### config.mk
export PLATFORM = sky130hd
export DESIGN_NAME = mul_8x8_ctrl
export DESIGN_NICKNAME = d
export VERILOG_FILES = /design/src/rtl/mul_pkg.sv /design/src/rtl/mul_8x8_ctrl_row.sv /design/src/rtl/mul_8x8_ctrl.sv
export SDC_FILE = /design/constraint.sdc
export NUM_CORES = 1
export LEC_CHECK = 0
export ABC_CLOCK_PERIOD_IN_PS = 4000
export BUFFER_PORTS_ARGS = -buffer_cell sky130_fd_sc_hd__buf_4
export CAP_MARGIN = 20
export CORE_UTILIZATION = 59
export CTS_CLUSTER_SIZE = 14
export DETAILED_ROUTE_END_ITERATION = 12
export PLACE_DENSITY = 0.76
export SLEW_MARGIN = 20
export SYNTH_ARGS = -nofsm -noshare
export SYNTH_HDL_FRONTEND = slang
export SYNTH_HIERARCHICAL = 1
export SYNTH_SLANG_ARGS = --single-unit
### constraint.sdc
create_clock -name Clk -period 4 [get_ports Clk]
set_input_delay 0.4 -clock Clk [delete_from_list [all_inputs] [get_ports Clk]]
set_output_delay 0.4 -clock Clk [all_outputs]
set_load 0.01 [all_outputs]
### src/rtl/mul_pkg.sv
// Shared types and widths for the shift-add 8x8 multiplier.
package mul_pkg;
    localparam int OPW = 8;
    localparam int PRW = 16;

    typedef enum logic [1:0] {
        IDLE = 2'd0,
        RUN  = 2'd1,
        DONE = 2'd2
    } state_t;
endpackage

### src/rtl/mul_8x8_ctrl_row.sv
// 8x1 AND row: one partial-product row of the multiplier, gated as a whole.
module Mul_8x1
    import mul_pkg::*;
(
    input  logic           i_gate,
    input  logic [OPW-1:0] i_a,
    input  logic           i_b,
    output logic [OPW-1:0] o_pp
);
    assign o_pp = i_a & {OPW{i_gate & i_b}};
endmodule

### src/rtl/mul_8x8_ctrl.sv
// Sequential shift-add 8x8 unsigned multiplier, one partial-product row per RUN cycle.
module mul_8x8_ctrl
    import mul_pkg::*;
#(
    parameter int EARLY_TERM = 1
) (
    input  logic           Clk,
    input  logic           Rst,
    input  logic           start,
    input  logic           clear,
    input  logic [OPW-1:0] A,
    input  logic [OPW-1:0] B,
    output logic           ready,
    output logic           busy,
    output logic           done,
    output logic [PRW-1:0] prdct
);
    state_t         r_state;
    state_t         w_state_nxt;
    logic [PRW-1:0] r_a_sh;
    logic [OPW-1:0] r_b_sh;
    logic [PRW-1:0] r_acc;
    logic [2:0]     r_cnt;
    logic [PRW-1:0] r_prdct;

    logic [OPW-1:0] w_a_row;
    logic [OPW-1:0] w_pp;
    logic [PRW-1:0] w_add;
    logic [PRW-1:0] w_acc_nxt;
    logic [OPW-1:0] w_b_nxt;
    logic           w_last;
    logic           w_accept;

    // a_sh is already shifted by cnt; undo it so the row block sees the
    // byte-aligned multiplicand, then re-shift the row into place.
    assign w_a_row   = OPW'(r_a_sh >> r_cnt);
    assign w_add     = {{(PRW-OPW){1'b0}}, w_pp} << r_cnt;
    assign w_acc_nxt = r_acc + w_add;
    assign w_b_nxt   = r_b_sh >> 1;
    assign w_last    = (r_cnt == 3'd7) || ((EARLY_TERM != 0) && (w_b_nxt == '0));
    assign w_accept  = (r_state == IDLE) && start && !clear;

    Mul_8x1 u_row (
        .i_gate (1'b1),
        .i_a    (w_a_row),
        .i_b    (r_b_sh[0]),
        .o_pp   (w_pp)
    );

    always_comb begin
        w_state_nxt = r_state;
        if (clear) begin
            w_state_nxt = IDLE;
        end else begin
            case (r_state)
                IDLE:    if (start) w_state_nxt = RUN;
                RUN:     if (w_last) w_state_nxt = DONE;
                DONE:    w_state_nxt = IDLE;
                default: w_state_nxt = IDLE;
            endcase
        end
    end

    always_ff @(posedge Clk) begin
        if (Rst) begin
            r_state <= IDLE;
            r_a_sh  <= '0;
            r_b_sh  <= '0;
            r_acc   <= '0;
            r_cnt   <= '0;
            r_prdct <= '0;
        end else begin
            r_state <= w_state_nxt;
            if (clear) begin
                r_a_sh  <= '0;
                r_b_sh  <= '0;
                r_acc   <= '0;
                r_cnt   <= '0;
                r_prdct <= '0;
            end else if (w_accept) begin
                r_a_sh  <= {{(PRW-OPW){1'b0}}, A};
                r_b_sh  <= B;
                r_acc   <= '0;
                r_cnt   <= '0;
                r_prdct <= '0;
            end else if (r_state == RUN) begin
                r_acc  <= w_acc_nxt;
                r_a_sh <= r_a_sh << 1;
                r_b_sh <= w_b_nxt;
                r_cnt  <= r_cnt + 3'd1;
                if (w_last) r_prdct <= w_acc_nxt;
            end
        end
    end

    assign ready = (r_state == IDLE);
    assign busy  = (r_state == RUN);
    assign done  = (r_state == DONE);
    assign prdct = r_prdct;
endmodule

==> results.yml <==
status:
  outcome: "completed"
power_and_ir_drop:
  peakVddDrop_mv: 0.304
  p_per_area_mw_per_mm2: 300
  leakagePower_nw: 1.72
  total_power_mw: 1.33
grt:
  grt_pass1_wl_mm: 15.1
  grt_usage_pct: 28.8
  grt.overflow.total: 0
  grt_max_degree: 45
  grt_pass1_vias: 3240
  antenna_found_initial: 0
timing:
  rsz0062_at_grt: "false"
  hold_viol: 0
  finalMaxSlewViolations: 0
  min_period_ns: 3.75
  fmax_mhz: 267
  layout_setup_ws_ns: 0.248
  hold_ws_ns: 0.295
  fin_skew_ns: 0.00776
  setup_viol: 0
  tightest_slew_ns: 0.881
  finalCritPeriodShare_pct: 93.8
  tns_ns: 0
  max-slew-margin-rel_pct: 41.3
floorplan:
  dieArea_mm2: 0.00683
  dieHeight_um: 82.6
  die_w_um: 82.6
  start_util_pct: 60.8
  num_rows: 29
  core_mm2: 0.00631
  ioPinCount: 39
setup_path:
  cp.arrival_ns: 4.03
  end_kind: "flip-flop"
  cp_max_fo: 11
  cp.required_ns: 4.28
  start_kind: "flip-flop"
  worst-setup-path-type: "flip-flop to flip-flop"
finish:
  fin_cells: 627
  nets: 583
  multi_input_area_mm2: 0.00249
  fillers: 536
  area_delta_synth_final_pct: 15.4
  n_antenna_cell: 0
  regArea_mm2: 0.00120
  final_area_mm2: 0.00443
  final_util_pct: 70.1
  drive_gt1_share_pct: 16.4
drt:
  first_pass_iters: 5
  route.met3.wl_um: 431
  routed_wirelength_mm: 9.36
  vias: 3696
  route.detailed.drc: 0
  top_layer_used: "met4"
  postRouteAntennaNets: 0
  post_drt_wl_per_cell_um: 14.9
  met1_length_mm: 4.30
  drt_iter0_drc: 196
  via_per_inst: 5.89
  wl_met2_mm: 4.49
placed_design:
  place_area_mm2: 0.00416
  dpl.hpwl_mm: 6.32
  placedCellCount: 608
  place.port_buffers: 38
  pre_cts_ws_ns: 0.215
  gp_congestion: 0.897
synth:
  postSynthCellCount: 513
  yosys_most_used_dff: "dfxtp_1"
  synth_top_area_share_pct: 31.3
  ys_async_sr_fraction_pct: 0
  synth.area.top_cells: "dfxtp_1, nand2_1, a21oi_1"
  yosysMostFrequentCell: "nand2_1"
  synth_area_per_cell_um2: 7.48
  seq_area_frac_synth_pct: 31.3
  synth_cell_types: 53
  synth_common_cells: "nand2_1, dfxtp_1, a21oi_1, nor2_1, nand3_1"
  ys_seq_elements: 60
  yosys_warnings: 6
  synth_edf_count: 0
  synth_area_mm2: 0.00384
  synth_area_leader_cell: "dfxtp_1"
cts:
  ctsHtreeMaxLevel: 3
  numCtsBuffers: 9
  clk_latency_ns: 0.35
  cts_max_path_buffers: 2
  cts.clk_slew.worst_paths_ns: 0.07
  cts.sinks: 60
  cts_tree: "built"
  ctsHoldBuffers: 0
  clockRootBuffer: "clkbuf_8"
hold_path:
  min_path_type: "input pin to flip-flop"
flow_run:
  drv_cap: 0
==> kinds of logic after synthesis <==
kind of cell	Yosys count	share of synthesized area [%]
AND/OR/NAND/NOR	240	27.8
AO/OA/AOI/OAI	116	19.3
flip-flops	60	31.3
buffers and inverters	41	4.73
multiplexers	29	8.81
adder cells (fa/ha/maj)	18	6.07
XOR/XNOR	8	1.83
other	1	0.0978
==> report_power, final <==
group | internal [mW] | switching, mW
Combinational | 0.0353 | 0.0633
Sequential | 0.604 | 0.00669
Clock | 0.366 | 0.253
Total | 1.00 | 0.323
==> metal layers <==
metal | vias to the layer above | global-route usage [%]
met3 | 17 | 6.92
met4 | 0 | 9.14
met1 | 1717 | 36.0
met2 | 96 | 48.6
met5 | - | 0
li1 | 1866 | -
==> placed cells by master, fill, tap and decap left out, types with 2 or more instances in the layout <==
cell / n
a211oi_1: 5
a21o_1: 2
a21oi_1: 52
a22oi_1: 5
a311oi_1: 9
and2_1: 3
and3_1: 13
buf_4: 49
bufinv_16: 2
clkbuf_8: 10
clkinvlp_4: 4
conb_1: 8
dfxtp_1: 59
ha_1: 17
inv_1: 3
mux2_2: 4
mux2i_1: 21
mux4_2: 3
nand2_1: 129
nand2b_1: 4
nand3_1: 22
nand3b_1: 3
nand4_1: 2
nor2_1: 35
nor3_1: 15
nor4_1: 2
o211ai_1: 2
o211ai_2: 3
o21a_1: 3
o21ai_0: 17
o21ai_1: 3
o21bai_1: 2
o22ai_1: 4
or3_1: 5
xnor2_1: 6
xor2_1: 2
==> flip-flops by register name (all words and copies together), names as in the netlist <==
signal,count
prdct,16
r_acc,16
r_a_sh,15
r_b_sh,8
r_cnt,3
r_state,2
==> cell type report <==
class	instances	area share, %
Timing Repair Buffer	50	8.76
Clock buffer	10	3.11
Inverter	5	0.509
Clock inverter	6	1.98
Multi-Input combinational cell	419	56.3
Tap cell	77	2.18
Sequential cell	60	27.2
==> worst paths after layout <==
path                  start        end  slack [ns]  cells past startpoint
setup reg to reg   r_cnt[0]  r_acc[12]        0.25                     15
hold / removal         A[0]  r_a_sh[0]        0.30                      3
setup / recovery   r_cnt[0]  r_acc[12]        0.25                     15
hold reg to reg   prdct[14]  prdct[14]        0.46                      2
==> repair_timing <==
item                                   CTS  global route
setup endpoints to repair                0            11
setup buffers                            0             3
endpoints found under the hold margin    0             0
resized for setup                        0             6
==> critical path, cell delays in order, from the launching register on <==
cell and delay [ns]:
dfxtp_1 0.44, buf_4 0.23, mux4_2 0.53, nand2_1 0.09
o21ai_0 0.08, and3_1 0.21, mux2i_1 0.18, o21ai_0 0.13
and2_1 0.18, ha_1 0.37, a21oi_1 0.12, o211ai_2 0.26
a31oi_2 0.18, nor3_2 0.29, mux2_4 0.33, o211ai_2 0.06
(Power assumes the default switching activity.)
